[src/rtl/armflow_sub_pkg.sv]
// Shared types and widths for the sequential 49-bit minus 17-bit subtractor.
package armflow_sub_pkg;

  localparam int unsigned OPA_W  = 49;
  localparam int unsigned OPB_W  = 17;
  localparam int unsigned DIFF_W = 50;

  typedef enum logic [1:0] {
    IDLE = 2'd0,
    RUN  = 2'd1,
    DONE = 2'd2
  } state_t;

endpackage

[src/rtl/ripple_borrow_subtractor_chunk.sv]
// Combinational CHUNK_W-bit ripple-borrow subtractor: {bout, d} = a - b - bin.
module ripple_borrow_subtractor_chunk #(
  parameter int unsigned CHUNK_W = 7
) (
  input  logic [CHUNK_W-1:0] a,
  input  logic [CHUNK_W-1:0] b,
  input  logic               bin,
  output logic [CHUNK_W-1:0] d,
  output logic               bout
);

  always_comb begin : ripple
    logic br;
    br = bin;
    d  = '0;
    for (int i = 0; i < int'(CHUNK_W); i++) begin
      d[i] = a[i] ^ b[i] ^ br;
      br   = (~a[i] & b[i]) | (~(a[i] ^ b[i]) & br);
    end
    bout = br;
  end

endmodule

[src/rtl/custom_subtractor49_17_seq.sv]
// Multi-cycle A - {32'b0, B}, LSB-first in CHUNK_W slices (1, 7 or 49).
// Define SUB_SATURATE_EN to clamp the 49-bit result to zero on underflow.
module custom_subtractor49_17_seq
  import armflow_sub_pkg::*;
#(
  parameter int unsigned CHUNK_W = 7
) (
  input  logic              clk,
  input  logic              rst_n,
  input  logic              in_valid,
  output logic              in_ready,
  input  logic [OPA_W-1:0]  A,
  input  logic [OPB_W-1:0]  B,
  output logic              out_valid,
  input  logic              out_ready,
  output logic [DIFF_W-1:0] Diff
);

  localparam int unsigned NUM_CHUNKS = OPA_W / CHUNK_W;
  localparam int unsigned CNT_W      = (NUM_CHUNKS > 1) ? $clog2(NUM_CHUNKS) : 1;
  localparam logic [CNT_W-1:0] LAST_CNT = CNT_W'(NUM_CHUNKS - 1);

  state_t             state_q, state_d;
  logic [CNT_W-1:0]   cnt_q;
  logic [OPA_W-1:0]   a_sh_q, b_sh_q, res_q, res_c;
  logic               borrow_q, bout_c;
  logic [CHUNK_W-1:0] slice_c;
  logic               accept_c, last_c;
  logic [DIFF_W-1:0]  diff_c;

  assign in_ready = (state_q == IDLE);
  assign accept_c = in_valid && (state_q == IDLE);
  assign last_c   = (state_q == RUN) && (cnt_q == LAST_CNT);

  ripple_borrow_subtractor_chunk #(.CHUNK_W(CHUNK_W)) u_chunk (
    .a    (a_sh_q[CHUNK_W-1:0]),
    .b    (b_sh_q[CHUNK_W-1:0]),
    .bin  (borrow_q),
    .d    (slice_c),
    .bout (bout_c)
  );

  // Next state
  always_comb begin
    state_d = state_q;
    unique case (state_q)
      IDLE:    if (accept_c) state_d = RUN;
      RUN:     if (cnt_q == LAST_CNT) state_d = DONE;
      DONE:    if (out_ready) state_d = IDLE;
      default: state_d = IDLE;
    endcase
  end

  always_ff @(posedge clk) begin
    if (!rst_n) begin
      state_q   <= IDLE;
      out_valid <= 1'b0;
    end else begin
      state_q   <= state_d;
      out_valid <= (state_d == DONE);
    end
  end

  // Current slice merged into the partial result
  always_comb begin
    res_c = res_q;
    res_c[cnt_q * CHUNK_W +: CHUNK_W] = slice_c;
  end

`ifdef SUB_SATURATE_EN
  assign diff_c = bout_c ? {1'b1, {OPA_W{1'b0}}} : {1'b0, res_c};
`else
  assign diff_c = {bout_c, res_c};
`endif

  always_ff @(posedge clk) begin
    if (!rst_n) begin
      a_sh_q   <= '0;
      b_sh_q   <= '0;
      res_q    <= '0;
      borrow_q <= 1'b0;
      cnt_q    <= '0;
      Diff     <= '0;
    end else if (accept_c) begin
      a_sh_q   <= A;
      b_sh_q   <= OPA_W'(B);
      res_q    <= '0;
      borrow_q <= 1'b0;
      cnt_q    <= '0;
    end else if (state_q == RUN) begin
      a_sh_q   <= a_sh_q >> CHUNK_W;
      b_sh_q   <= b_sh_q >> CHUNK_W;
      res_q    <= res_c;
      borrow_q <= bout_c;
      cnt_q    <= cnt_q + CNT_W'(1);
      if (last_c) Diff <= diff_c;
    end
  end

endmodule
[config.mk]
export PLATFORM = sky130hd
export DESIGN_NAME = custom_subtractor49_17_seq
export DESIGN_NICKNAME = d
export VERILOG_FILES = /design/src/rtl/armflow_sub_pkg.sv /design/src/rtl/ripple_borrow_subtractor_chunk.sv /design/src/rtl/custom_subtractor49_17_seq.sv
export SDC_FILE = /design/constraint.sdc
export NUM_CORES = 1
export LEC_CHECK = 0
export CAP_MARGIN = 20
export CORE_MARGIN = 3
export CORE_UTILIZATION = 48
export DETAILED_ROUTE_END_ITERATION = 16
export GPL_TIMING_DRIVEN = 0
export PLACE_DENSITY_LB_ADDON = 0.15
export REMOVE_ABC_BUFFERS = 1
export SYNTH_ARGS = -nofsm -noshare
export SYNTH_HDL_FRONTEND = slang
export SYNTH_HIERARCHICAL = 1
export SYNTH_SLANG_ARGS = --single-unit
[constraint.sdc]
create_clock -name clk -period 3.5 [get_ports clk]
set_input_delay 0.35 -clock clk [delete_from_list [all_inputs] [get_ports clk]]
set_output_delay 0.35 -clock clk [all_outputs]
set_load 0.01 [all_outputs]
* Word level (Yosys, flattened, before mapping)
Index checks and enable logic that the tools add are counted.
** Cells by class
- Muxes and demuxes :: 9
- Equality and inequality tests :: 4
- Shifts and indexed selects :: 2
- Reductions and logical operators :: 6
- Bitwise gates (word level) :: 51
- $add $sub $neg :: 2
- Multiply operators :: 1
** Operator list (number)
- $mux W49 :: 2
- $bwmux W49 :: 1
- $shift A7 B34 Y49 const A :: 1
- $shiftx A7 B34 Y49 :: 1
- $mux W17 :: 2
- $neg A6 Y34 :: 1
- $not A1 Y1 :: 16
- $and A1 B1 Y1 :: 14
- $xor A1 B1 Y1 :: 14
- $or A1 B1 Y1 :: 7
- $mul A3 B3 Y6 const B :: 1
- $mux W2 :: 3
- $pmux W2 S3 :: 1
- $eq A2 B2 Y1 const B :: 2
- $add A3 B1 Y3 const B :: 1
- $eq A3 B3 Y1 const B :: 1
- $reduce_and A3 Y1 :: 1
- $eq A2 B1 Y1 const B :: 1
- $logic_and A1 B1 Y1 :: 2
- $logic_not A2 Y1 :: 1
- $reduce_bool A2 Y1 :: 1
- $reduce_or A2 Y1 :: 1
** Word-level totals
- Register bits :: 172
- Input port bits :: 70
- Output and inout port bits :: 52

* Logic depth before layout (Yosys ltp)
Gate-level depths: netlist (run 1).
- Depth in word-level cells :: 17
- Depth in mapped cells :: 13
- Gate-level depth less buffers :: 13

* Cells and area by module
The synthesis (run 1) kept the hierarchy.
** Modules (own cells, without submodules)
- custom_subtractor49_17_seq :: area an instance 7096.8 sq um, instances 1, cells each 784
- ripple_borrow_subtractor_chunk :: area an instance 200.2 sq um, instances 1, cells each 23

* Worst setup path before layout (run 1)
No wires, ideal clock.
- Path type :: register to register
- Start :: reg b_sh_q[0]
- End :: reg Diff[41]
- Buffers on the path :: 0
- Required time :: 3.378 ns
- Setup slack :: 0.009 ns
- Stages on the path, launching flop included :: 14
- Period minus slack after synthesis :: 3.491 ns
- Library setup time :: 0.122 ns
- Arrival time :: 3.370 ns
- Path through :: dfxtp_1 > inv_1 > fa_1 > inv_1 > fa_1 > fa_1 > fa_1 > fa_1 > fa_1 > inv_1 > fa_1 > and3_1 > mux2i_1 > a21oi_1
** Between the ends
- Word-level cells in the longest chain between the ends :: 17
- Elaborated cells between the ends (all ways) :: 24
- Those cells by class :: shift: 1; mux: 1; bitwise: 22
** Ends and longest elaborated chain
- start, declared :: RTL line custom_subtractor49_17_seq.sv:25 : logic [OPA_W-1:0] a_sh_q, b_sh_q, res_q, res_c;
- start signal, assigned :: RTL line custom_subtractor49_17_seq.sv:86 : b_sh_q <= OPA_W'(B);
- start signal, assigned :: RTL line custom_subtractor49_17_seq.sv:92 : b_sh_q <= b_sh_q >> CHUNK_W;
- $xor A1 B1 Y1 :: RTL line ripple_borrow_subtractor_chunk.sv:18 : br = (~a[i] & b[i]) | (~(a[i] ^ b[i]) & br);
- $not A1 Y1 :: RTL line ripple_borrow_subtractor_chunk.sv:18
- $and A1 B1 Y1 :: RTL line ripple_borrow_subtractor_chunk.sv:18
- $or A1 B1 Y1 * :: RTL line ripple_borrow_subtractor_chunk.sv:18
- $and A1 B1 Y1 * :: RTL line ripple_borrow_subtractor_chunk.sv:18
- $or A1 B1 Y1 * :: RTL line ripple_borrow_subtractor_chunk.sv:18
- $and A1 B1 Y1 * :: RTL line ripple_borrow_subtractor_chunk.sv:18
- $or A1 B1 Y1 * :: RTL line ripple_borrow_subtractor_chunk.sv:18
- (+2 left out)
- $and A1 B1 Y1 * :: RTL line ripple_borrow_subtractor_chunk.sv:18
- $or A1 B1 Y1 * :: RTL line ripple_borrow_subtractor_chunk.sv:18
- $and A1 B1 Y1 * :: RTL line ripple_borrow_subtractor_chunk.sv:18
- $or A1 B1 Y1 * :: RTL line ripple_borrow_subtractor_chunk.sv:18
- $xor A1 B1 Y1 * :: RTL line ripple_borrow_subtractor_chunk.sv:17 : d[i] = a[i] ^ b[i] ^ br;
- via slice_c[6] :: RTL line custom_subtractor49_17_seq.sv:27 : logic [CHUNK_W-1:0] slice_c;
- $shiftx A7 B34 Y49 * :: RTL line custom_subtractor49_17_seq.sv:67 : res_c[cnt_q * CHUNK_W +: CHUNK_W] = slice_c;
- $bwmux W49 * :: RTL line custom_subtractor49_17_seq.sv:67
- end signal, assigned :: RTL line custom_subtractor49_17_seq.sv:96 : if (last_c) Diff <= diff_c;
- end, declared :: RTL line custom_subtractor49_17_seq.sv:16 : output logic [DIFF_W-1:0] Diff
The timed path passes the listed nets; every way through them passes the cells marked *.
A chain may end at the register's enable or synchronous reset.

* Final worst setup path (run 1)
- Start :: reg b_sh_q[0]
- End :: reg Diff[48]
Same word-level chain as after synthesis.

==> results of run 1 <==
## repair_timing
action                                  4_1_cts  5_1_grt
pin swaps                                     5        4
hold buffers                                  0        0
resized for setup                            12        1
endpoints found under the setup margin       15        9
## cell usage after synthesis (all sizes together)
cell    instances
buf            29
xnor2           1
fa              7
mux2i          71
inv            18
o21ai          49
a31oi          14
and3b           1
or2             2
nand2b          1
a22oi          59
and2            3
o21a            1
nor2b           5
nor3b           1
and3           24
or3b            1
ha              5
nand4           8
nor2           50
a21boi         66
nand2         100
clkbuf         39
a211o           1
dfxtp         172
xor2            2
a21oi          47
nand3          30
## report_power, final
part           switching (mW)  internal (mW)
clock network           0.757           1.23
registers              0.0344           2.02
logic                   0.287          0.201
total                    1.08           3.44
## cell type report
type,instances,area [um^2]
sequential,172,3450
fill,1258,5460
timing repair buffer,128,1340
clock inverter,11,168
multi-input combinational,549,3530
inverter,18,67.6
tap,184,230
clock buffer,20,457
## cell usage in the layout, fill, tap and decap left out, types with 5 or more instances in the layout
| cell | Yosys | routed |
|---|---|---|
| a22oi_1 | 59 | 59 |
| a21boi_1 | 8 | 8 |
| nand3_1 | 30 | 30 |
| a31oi_1 | 14 | 14 |
| nand2_1 | 100 | 99 |
| ha_1 | 5 | 5 |
| a21oi_1 | 47 | 47 |
| fa_2 | 0 | 6 |
| a21boi_0 | 58 | 58 |
| inv_1 | 18 | 15 |
| clkdlybuf4s50_1 | 0 | 120 |
| clkinvlp_4 | 0 | 5 |
| clkbuf_16 | 0 | 18 |
| and3_1 | 24 | 22 |
| nand4_1 | 7 | 7 |
| o21ai_0 | 49 | 49 |
| dfxtp_1 | 172 | 170 |
| nor2_1 | 50 | 49 |
| mux2i_1 | 71 | 71 |
## per-layer routing
layer / track usage, % / vias up / routed length (um)
li1: - / 2991 / -
met5: 0 / - / 0
met1: 25.8 / 2735 / 7590
met4: 6.92 / 0 / 170
met2: 32.6 / 143 / 7850
met3: 5.61 / 11 / 937
## worst max-delay path by stage
stage                           from   endpoint  slack [ns]  cells past startpoint
after floorplan           state_q[0]  a_sh_q[0]       -0.85                      4
after global placement    state_q[0]  b_sh_q[2]       -3.91                      4
after detailed placement   b_sh_q[0]   Diff[13]       -0.41                     13
after CTS                  b_sh_q[0]   Diff[48]       -0.04                     13
after global routing       b_sh_q[0]   Diff[13]       -0.14                     13
final                      b_sh_q[0]   Diff[48]       -0.03                     13
## worst max-delay path, stage by stage (launching register included)
cell and delay [ns]:
dfxtp_2 0.32, inv_2 0.05, fa_1 0.15, inv_1 0.05, fa_2 0.33, fa_2 0.35, fa_2 0.36, fa_2 0.35
fa_2 0.36, inv_2 0.07, fa_2 0.53, and3_4 0.23, mux2i_1 0.17, a21oi_1 0.09
## registers in the layout (all words and copies together), names as in the netlist
| name | count |
|---|---|
| Diff | 50 |
| b_sh_q | 17 |
| a_sh_q | 49 |
| state_q | 2 |
| res_q | 49 |
| borrow_q | 1 |
| out_valid | 1 |
| cnt_q | 3 |
## logic make-up (layout without fill, tap and decap cells)
family	count (synthesis)	after routing
compound gates	237	237
simple gates	226	226
flops	172	172
buf+inv	86	177
mux	71	71
fa+ha+maj	12	12
xor+xnor	3	3
==> results.md, run 1 <==
Cells and area:
- With fillers left out, the area of the finished cells amounts to ~9200 um^2.
- From synthesis to final layout, the design area changed by 26.6%.
- The number of antenna diodes in the final layout is 0.
- After the last flow step, the layout net total stands at slightly below 1,000.
- Cells with a size suffix above 1 make up ~6.6% of the layout.
- The post-route non-filler standard cell count is between 1,000 and 1,500.
- The end-of-flow core utilization is roughly 63%.

Yosys:
- The XOR/XNOR share of the synthesized area is 0.360%.
- Each instance of the synthesized netlist takes up on average between 9 and 10 um^2.
- The area share of the leading cell type in the synthesized netlist is a little under half.
- The share of cell area taken by muxes after synthesis is ~9.7%.
- After Yosys synthesis, and, or, nand and nor cells account for between 10% and 20% of the synthesized area.
- The summed instance area of the synthesized netlist is between 7000 and 8000 um^2.
- The largest family of logic cells by synthesized area is compound AO/OA/AOI/OAI gates.
- The area fraction in compound gates after synthesis is between 20% and 30%.
- Synthesis handed over a netlist of slightly above 800 instances.
- After synthesis the netlist holds a flip-flop and latch count of 172.
- During synthesis, Yosys emitted a total of 6 warnings.
- The cell type with the largest total area after synthesis is dfxtp_1.
- After Yosys synthesis, full adders, half adders and majority gates account for between 2 and 3% of the synthesized area.
- In this run, distinct cell masters in the synthesized netlist total 34.
- By area the synthesized netlist is led by dfxtp_1 47%, mux2i_1 9.7%, a22oi_1 6.1%, a21boi_0 6.0%, nand2_1 5.1%.
- The fraction of the yosys area taken by sequential cells is 47.2%.

Routing:
- Summed over all layers, the routed wires come to ~17,000 um.
- Summing over every cut layer, the via total after detailed routing is between 5,000 and 6,000.
- The number of DRC markers after the initial detailed-route iteration is 349.
- For this run, design rule violations remaining after detail routing come to 0.
- The count of nets left with antenna violations once routing finished came out at 0.
- The per-cell routed wire length is about 15 um.
- Dividing the detail-routed via count by the number of cells gives 5.43.
- The detailed-routing iteration count for the pre-antenna-repair pass is 4.

STA:
- The number of pins exceeding their max-slew limit in the final report is 0.
- The post-route fraction of the period consumed by the critical path is 101%.
- Across all hold checks on the routed design, the worst slack comes to 0.456 ns.
- Based on the critical path, the design can be clocked at up to around 0.28 GHz.
- The accumulated negative setup slack is -0.0501 ns.
- The transition time of the tightest slew-check pin is between 0.9 and 1 ns.
- The number of endpoints failing setup at the final stage is 4.
- For the finished layout, the period the worst path requires is about 3.5 ns.
- Measured against its own limit, the worst slew margin works out to 35.1%.
- The final count of hold timing violations is 0.
- Setup slack on the critical path of the routed design comes to -0.0335 ns.
- The worst setup skew after layout is 0.00922 ns.
- Setup repair after global routing could not meet its margin everywhere.

Hold path:
- The path class of the tightest hold or removal check is register to register.
- In this run the most critical hold path is launched from res_q[22].
- The worst hold path terminates at res_q[22].
- The number of cells on the worst hold path is 2.

Global route:
- Entering global routing, the biggest net connects ~120 pins.
- For this run the aggregate overflow at the end of global routing stands at 0.
- The total routing resource utilization after global routing is about a fifth.
- The number of global-route vias before repair is 5,484.
- The first-pass GRT wire length is roughly 27,000 um.
- The number of antenna violations at the first check in global routing is 0.

Floorplan:
- In this run the horizontal extent of the chip is between 100 and 150 um.
- The area of the core is 14,700 um^2.
- The die outline area is 16,700 um^2.
- The I/O pin total is between 100 and 150.
- The die height is 129 um.
- The initial standard-cell utilization of the core is 49.6%.
- The floorplan row count is 44.

Critical path:
- Along the worst path, the maximum fanout reaches 7.
- The worst register-to-register path begins at b_sh_q[0].
- By startpoint and endpoint, the worst setup path is classified as register to register.
- The critical path startpoint category is a register.
- The data required time at the worst endpoint is ~3.8 ns.
- STA classifies the critical path endpoint as a register.
- The worst reg-to-reg path cell count is 13.
- The critical path data arrival time is about 3.8 ns.
- The slack of the worst reg-to-reg path is -0.03 ns.
- The capture instance of the worst register-to-register path is Diff[48].

Power and ir drop:
- The overall power consumption is between 4 and 5 mW.
- For this design the ratio of total power to cell area is 489 nW/um^2.
- The leakage power figure is around 3.5 nW.
- The worst-case IR drop observed on VDD is between 300 and 400 uV.

Placed design:
- Buffers placed on the I/O ports in this run total 121.
- Detailed placement finished with a half-perimeter wire length of 10,800 um.
- The congestion estimate from routability-driven global placement came to 0.800.
- In this run the cell area measured after placement is 8560 um^2.
- The instance count after placement with tap cells included is ~1,100.
- OpenSTA, run right after detailed placement, puts the worst setup slack at -0.408 ns.

CTS:
- The maximum level of the CTS H-tree is 4.
- The clock reaches the later pin of the worst-skew pair after approximately 0.42 ns.
- The clock-pin slew on the worst setup and hold paths is 0.06 ns.
- The clock drives between 150 and 200 sinks.
- The clock tree buffer depth is 2.
- The TritonCTS clock tree is yes.
- The number of CTS-inserted buffers is 17.
- The clock root buffer master is clkbuf_16.
- Once the clock tree was built, the setup fixing pass inserted 0 buffers.

Outcome:
- The flow ran to the end, but the final reports show violations.
- The final reports fail on negative setup slack.

Run:
- The number of max-capacitance violations reported is 0.
No activity file was read; power rests on OpenSTA's default activity.
==> run 2, diff against run 1 <==
--- a/config.mk
+++ b/config.mk
@@ -16,3 +16,4 @@
 export SYNTH_HDL_FRONTEND = slang
 export SYNTH_HIERARCHICAL = 1
 export SYNTH_SLANG_ARGS = --single-unit
+export TNS_END_PERCENT = 5
==> run 2 against run 1 <==
Compared with the run above: the flow still finishes with violations (negative setup slack); critical endpoint is now Diff[13]; worst hold slack improved by 0.0014 ns; power barely moved; clock power hardly changed; sequential cell count stayed put; final cell count unchanged; die area did not move; first-iteration DRC count grew 1.7%; non-clock buffer count is the same; register-to-register slack improved by 0.03 ns; clock skew shrank 0.00075 ns; fmax rose by 0.86%.
==> results.md, run 2 (synthesis gave the netlist of run 1 again) <==
Floorplan:
- The initialized floorplan defines 44 standard-cell rows.
- The initial standard-cell utilization of the core is 49.6%.
- For this design the top-level I/O count stands at between 100 and 150.
- The area of the core is 14,700 um^2.
- Measured along the y axis, the die boundary spans about 130 um.
- The die outline area is 16,700 um^2.
- The die is 129 um wide.

CTS:
- The latest clock arrival within the worst-skew pair is 0.42 ns.
- The clock tree buffer depth is 2.
- After clock tree synthesis, the clock-pin slew on the worst setup and hold paths is ~0.06 ns.
- The maximum level of the CTS H-tree is 4.
- For this design, the sink count on the clock tree is around 170.
- The clock root buffer master is clkbuf_16.
- The number of CTS-inserted buffers is 17.
- The TritonCTS clock tree is yes.

STA:
- Subtracting the final worst setup slack from the clock period gives ~3.5 ns.
- The post-route fraction of the period consumed by the critical path is 100%.
- The setup slack after layout is -0.00321 ns.
- The worst setup skew after layout is between 0.008 and 0.009 ns.
- The transition time of the tightest slew-check pin is a little under 1 ns.
- Setup repair after global routing could not meet its margin everywhere.
- Setup violations remaining at the end of the flow were counted as 1.
- The remaining max-slew budget at the tightest pin is 35.3%.
- Timing would allow up to 0.285 GHz.
- The final count of hold timing violations is 0.
- The number of pins exceeding their max-slew limit in the final report is 0.

Cells and area:
- The most common library cell in the layout ignoring fill and taps is dfxtp_1.
- The final instance area is roughly 9200 um^2.
- From synthesis to final layout, the design area changed by 26.6%.
- The library cells used most frequently in the layout, excluding fill and tap cells, are 170 x dfxtp_1, 120 x clkdlybuf4s50_1, 99 x nand2_1.
- The largest registers in the layout are Diff (50), a_sh_q (49), res_q (49).
- The register with the most flip-flops is Diff.
- The register with the most flip-flops in the layout has 50 of them.
- The share of final-layout standard cells stronger than drive strength 1 is 6.57%.
- The end-of-flow core utilization is 62.8%.
- The repair_antennas step left the layout with diodes totalling 0.
- The post-route non-filler standard cell count is roughly 1,100.
- After the last flow step, the layout net total stands at 968.

Global route:
- Global routing used ~20% of the available tracks.
- The number of antenna violations at the first check in global routing is 0.
- Summed over all layers, the global routing overflow is 0.
- The first global-routing pass estimated approximately 27,000 um of wire.
- The number of global-route vias before repair is approximately 5,500.
- Entering global routing, the biggest net connects between 100 and 150 pins.

Power and ir drop:
- In this run switching power makes up roughly a quarter of total power.
- The total net switching power is around 1.1 mW.
- The worst-case IR drop observed on VDD is between 300 and 400 uV.
- The internal power contribution is between 3 and 4 mW.
- In this run the power density over the cells is a little under 500 nW/um^2.
- The combinational share of power is approximately a tenth.
- The analysis attributes to cell leakage a power of roughly 3.5 nW.
- The clock network burns about 44% of the power.
- Sequential cells burn between 40 and 50% of the power.

Placed design:
- The worst slack at placement is -0.408 ns.
- Summed over all nets, the half-perimeter wirelength after detailed placement is between 10,000 and 15,000 um.
- The post-place instance area is around 8600 um^2.
- Counting tap cells, the placed design contains a total of about 1,100 instances.
- Buffers placed on the I/O ports in this run total 121.
- The weighted congestion reported at the end of routability-driven placement is between 0.7 and 0.8.

Critical path:
- The sort of element at the end of the critical path is a register.
- The slowest stage cell on the critical path is fa_2.
- By instance count, the cell type seen most on the critical path is fa_2.
- At the worst endpoint, the required time is 3.80 ns.
- Traced cell by cell, the critical path runs through inv_2 > fa_1 > inv_1 > fa_2 > fa_2 > fa_2 > fa_2 > fa_2 > inv_2 > fa_2 > and3_4 > mux2i_1 > a21oi_1.
- The worst stage delay on the critical path is around 0.53 ns.
- The largest fanout on the critical path is 7.
- STA classifies the critical path startpoint as a register.
- The critical path data arrival time is approximately 3.8 ns.
- The slack of the worst reg-to-reg path is -0.003 ns.
- In this design, the largest share of critical-path delay is due to adder cells.
- The worst setup path is of the register to register kind.
- The count of buffer and inverter cells on the critical path is 3.

Outcome:
- The checks that failed: negative setup slack.
- The flow ran to the end, but the final reports show violations.

Routing:
- The detailed router placed approximately 6,000 vias in this run.
- The remaining routing DRC violations is 0.
- In the final routed layout, each cell accounts on average for between 15 and 20 um.
- The detailed-route vias per instance is around 5.4.
- The number of DRC markers after the initial detailed-route iteration is ~360.
- The detailed-routing iteration count for the pre-antenna-repair pass is 4.
- The routed wire length is 16,500 um.
- The number of routed nets with antenna violations is 0.

Run:
- The number of max-capacitance violations reported is 0.

Hold path:
- The path class of the tightest hold or removal check is register to register.
-- run 2: cell counts in the layout (fill, tap and decap cells not counted) --
No cell type changed its count.
-- run 2: worst paths after layout --
path / cells past startpoint / from / end
setup / recovery: 13 / b_sh_q[0] / Diff[13]
hold / removal: 2 / res_q[27] / res_q[27]
setup reg to reg: 13 / b_sh_q[0] / Diff[13]
hold reg to reg: 2 / res_q[27] / res_q[27]
-- run 2: cell type report --
type / instances / area, um^2
sequential: 172 / 3450
clock inverter: 11 / 168
timing repair buffer: 128 / 1340
fill: 1258 / 5460
inverter: 18 / 67.6
clock buffer: 20 / 457
tap: 184 / 230
multi-input combinational: 549 / 3530
-- run 2: power by group through the flow --
| stage | clock, mW | sequential, mW | combinational, mW |
|---|---|---|---|
| 6_report | 1.98 | 2.05 | 0.486 |
| 5_1_grt | 2.09 | 2.06 | 0.531 |
| 4_1_cts | 2.01 | 2.05 | 0.483 |
| 3_5_place_dp | 0 | 2.09 | 0.476 |
| 3_3_place_gp | 0 | 2.09 | 0.455 |
| 2_1_floorplan | 0 | 2.08 | 0.251 |
-- run 2: repair_timing --
action | 4_1_cts | 5_1_grt
setup buffers | 0 | 0
setup endpoints to repair | 15 | 11
pin swaps | 3 | 2
resized for setup | 10 | 3
hold buffers | 0 | 0
hold endpoints to repair | 0 | 0
-- run 2: tightest hold or removal path, cell delays in order (launching register included) --
cell and delay (ns):
dfxtp_1 0.31, nand2_1 0.05, a21oi_1 0.05
-- run 2: metrics by stage --
stage,TNS [ns],hold slack [ns],total power [mW]
after global routing,-0.811,0.482,4.68
final,-0.00321,0.457,4.52
after detailed placement,-3.61,0.448,2.57
after floorplan,-45.56,0.435,2.34
after global placement,-345.81,0.441,2.55
after CTS,-0.227,0.457,4.55
-- run 2: per-layer routing --
metal,routed length [um],vias to the layer above,GRT usage (%),share of wire (%)
li1,-,2987,-,-
met1,7440,2732,25.8,45
met2,7880,139,32.6,48
met3,1010,16,5.61,6.1
met4,201,0,6.92,1.2
met5,0,-,0,0
==> run 3, diff against run 2 <==
--- a/config.mk
+++ b/config.mk
@@ -6,12 +6,13 @@
 export NUM_CORES = 1
 export LEC_CHECK = 0
 export CAP_MARGIN = 20
-export CORE_MARGIN = 3
+export CORE_MARGIN = 2
 export CORE_UTILIZATION = 48
 export DETAILED_ROUTE_END_ITERATION = 16
 export GPL_TIMING_DRIVEN = 0
 export PLACE_DENSITY_LB_ADDON = 0.15
 export REMOVE_ABC_BUFFERS = 1
+export SETUP_SLACK_MARGIN = 0.05
 export SYNTH_ARGS = -nofsm -noshare
 export SYNTH_HDL_FRONTEND = slang
 export SYNTH_HIERARCHICAL = 1
==> run 3 against run 2 <==
Compared with the run above: the flow still finishes with violations (negative setup slack); clock-buffer cell count increased by 2; global-route usage up 0.85 points; die area shrank 3.1%; largest power group unchanged.
==> results.md, run 3 (synthesis gave the netlist of run 1 again) <==
Cells and area:
- Leaving out filler cells and counting taps, the final layout contains roughly 1,100.
- Leaving out fill and tap cells, the most frequent cell in the layout is dfxtp_1.
- The repair_antennas step left the layout with diodes totalling 0.
- The register with the most flip-flops in the layout has 50 of them.
- Relative to the synthesized area, the layout overhead comes to 25.9%.
- The largest registers in the layout are Diff (50), a_sh_q (49), res_q (49).
- The library cells used most frequently in the layout, excluding fill and tap cells, are 170 x dfxtp_1, 120 x clkdlybuf4s50_1, 99 x nand2_1.
- The number of nets in the finished design is 967.
- The register with the most flip-flops is Diff.
- Cells with a size suffix above 1 make up 6.79% of the layout.

Power and ir drop:
- The leakage power figure is between 3 and 4 nW.
- The overall power consumption is ~4.3 mW.
- For this design the ratio of total power to cell area is about 470 nW/um^2.
- The largest voltage drop on the vdd net is ~320 uV.

Routing:
- The routed layout has about 6,000 vias.
- The number of routed nets with antenna violations is 0.
- In the routed layout, each cell is associated on average with a via count of ~5.5.
- In the routed design, unresolved DRC markers number 0.
- The final layout contains routed wiring with a total length of 16,600 um.
- The detailed-routing iteration count for the pre-antenna-repair pass is 7.
- The number of DRC markers after the initial detailed-route iteration is 387.
- After detailed routing, the average wire length per cell comes to ~15 um.

STA:
- Of the available clock period, the critical path in the final layout requires 103%.
- The number of pins exceeding their max-slew limit in the final report is 0.
- The top achievable clock speed is 0.278 GHz.
- After layout, the worst setup slack is -0.0943 ns.
- At the pin with the least slew margin, the transition time is between 1 and 1.5 ns.
- The time the final worst path needs with I/O delays and setup is approximately 3.6 ns.
- The worst pin sits at a relative slew slack of between 20 and 30%.
- Setup repair after global routing could not meet its margin everywhere.
- The worst setup skew after layout is 0.0101 ns.
- The final count of hold timing violations is 0.
- The number of endpoints failing setup at the final stage is 11.

Placed design:
- The instance count after placement with tap cells included is 1,053.
- During placement, the flow inserted port buffers numbering ~120.
- The total half-perimeter wirelength after legalization and detailed placement is ~11,000 um.
- The weighted congestion reported at the end of routability-driven placement is 0.846.

Global route:
- The first-pass GRT wire length is roughly 27,000 um.
- The number of antenna violations at the first check in global routing is 0.
- The number of global-route vias before repair is around 5,700.
- Entering global routing, the biggest net connects approximately 120 pins.
- The overflow left after global routing is 0.
- The total routing resource utilization after global routing is 20.9%.

CTS:
- For this design, the CTS-stage hold fixing added 0 buffers.
- The clock root buffer master is clkbuf_16.
- The total clock sinks is ~170.
- At the later pin of the worst-skew pair, clock insertion delay measures approximately 0.43 ns.
- The clock-pin slew on the worst setup and hold paths is approximately 0.060 ns.
- CTS built an H-tree with a depth of 4.
- The number of CTS-inserted buffers is 17.
- The TritonCTS clock tree is yes.
- Counting along the longest clock path gives a buffer depth of 2.

Critical path:
- The slack of the worst reg-to-reg path is -0.09 ns.
- The worst setup path is captured at a register.
- The critical path data arrival time is 3.90 ns.
- The critical path startpoint category is a register.
- The reg-to-reg startpoint is b_sh_q[0].
- The startpoint of the worst setup timing path is b_sh_q[0].
- Data on the critical path is required at its endpoint by about 3.8 ns.
- The worst setup path is of the register to register kind.
- Along the worst path, the maximum fanout reaches 5.

Floorplan:
- The overall die width is 127 um.
- The initial standard-cell utilization of the core is approximately 49%.
- The die outline area is ~16,000 um^2.
- The floorplan row count is 45.
- The die height is between 100 and 150 um.
- between 100 and 150 I/O pins were placed.
- The area of the core is 15,000 um^2.

Outcome:
- The run finished, with violations left.
- The checks that failed: negative setup slack.

Run:
- The tool flagged a number of max-cap violations equal to 0.

Hold path:
- The beginning of the worst hold path is a_sh_q[39].
- The path class of the tightest hold or removal check is register to register.
==> run 3: cell count changes in the layout (fill, tap and decap cells not counted), sizes merged <==
cell and change:
bufinv -3, clkbuf +1, clkinvlp -3, clkinv +5
==> run 3: cell type report <==
cell class | instances | area, um^2
Fill cell | 1300 | 5850
Tap cell | 188 | 235
Clock inverter | 10 | 91.3
Multi-Input combinational cell | 549 | 3550
Inverter | 18 | 67.6
Sequential cell | 172 | 3450
Clock buffer | 22 | 474
Timing Repair Buffer | 127 | 1320
==> run 3: per-stage QoR <==
stage	setup slack (ns)	TNS, ns	instance area (um^2)	hold WS, ns	utilization, %
finish	-0.0943	-0.394	9190	0.457	61.1
global route	-0.166	-1.28	9190	0.474	61.1
CTS	-0.170	-1.26	9170	0.458	61.0
detailed placement	-0.410	-3.46	8560	0.449	57.0
global placement	-3.85	-343.39	8440	0.441	56.1
floorplan	-0.853	-45.56	6990	0.435	-
==> run 3: repair_timing <==
action / CTS / global route
setup endpoints to repair: 21 / 37
pin swaps: 4 / 5
setup buffers: 1 / 0
resized for setup: 11 / 6
==> run 3: final timing paths <==
| check | endpoint | cells past startpoint |
|---|---|---|
| hold / removal | a_sh_q[39] | 2 |
| hold reg to reg | a_sh_q[39] | 2 |
| setup / recovery | Diff[13] | 13 |
| setup reg to reg | Diff[13] | 13 |
==> run 3: report_power, final <==
group / total (mW) / switching (mW) / internal (mW)
registers: 2.05 / 0.0345 / 2.02
logic: 0.492 / 0.288 / 0.204
clock network: 1.80 / 0.767 / 1.03
total: 4.34 / 1.09 / 3.25
==> run 3: critical path: stages, from the launching register on <==
cell     delay (ns)
dfxtp_2        0.32
inv_1          0.06
fa_1           0.18
inv_2          0.04
fa_2           0.38
fa_2           0.35
fa_2           0.37
fa_2           0.35
fa_2           0.34
inv_2          0.07
fa_2           0.53
and3_4         0.25
mux2i_2        0.15
a21oi_1        0.09
==> run 3: per-layer routing <==
layer / up-vias / GRT usage, % / share of wire, %
li1: 2989 / - / -
met1: 2791 / 25.8 / 44
met2: 154 / 34.5 / 48
met3: 20 / 6.62 / 6.5
met4: 0 / 7.69 / 1.7
met5: - / 0 / 0
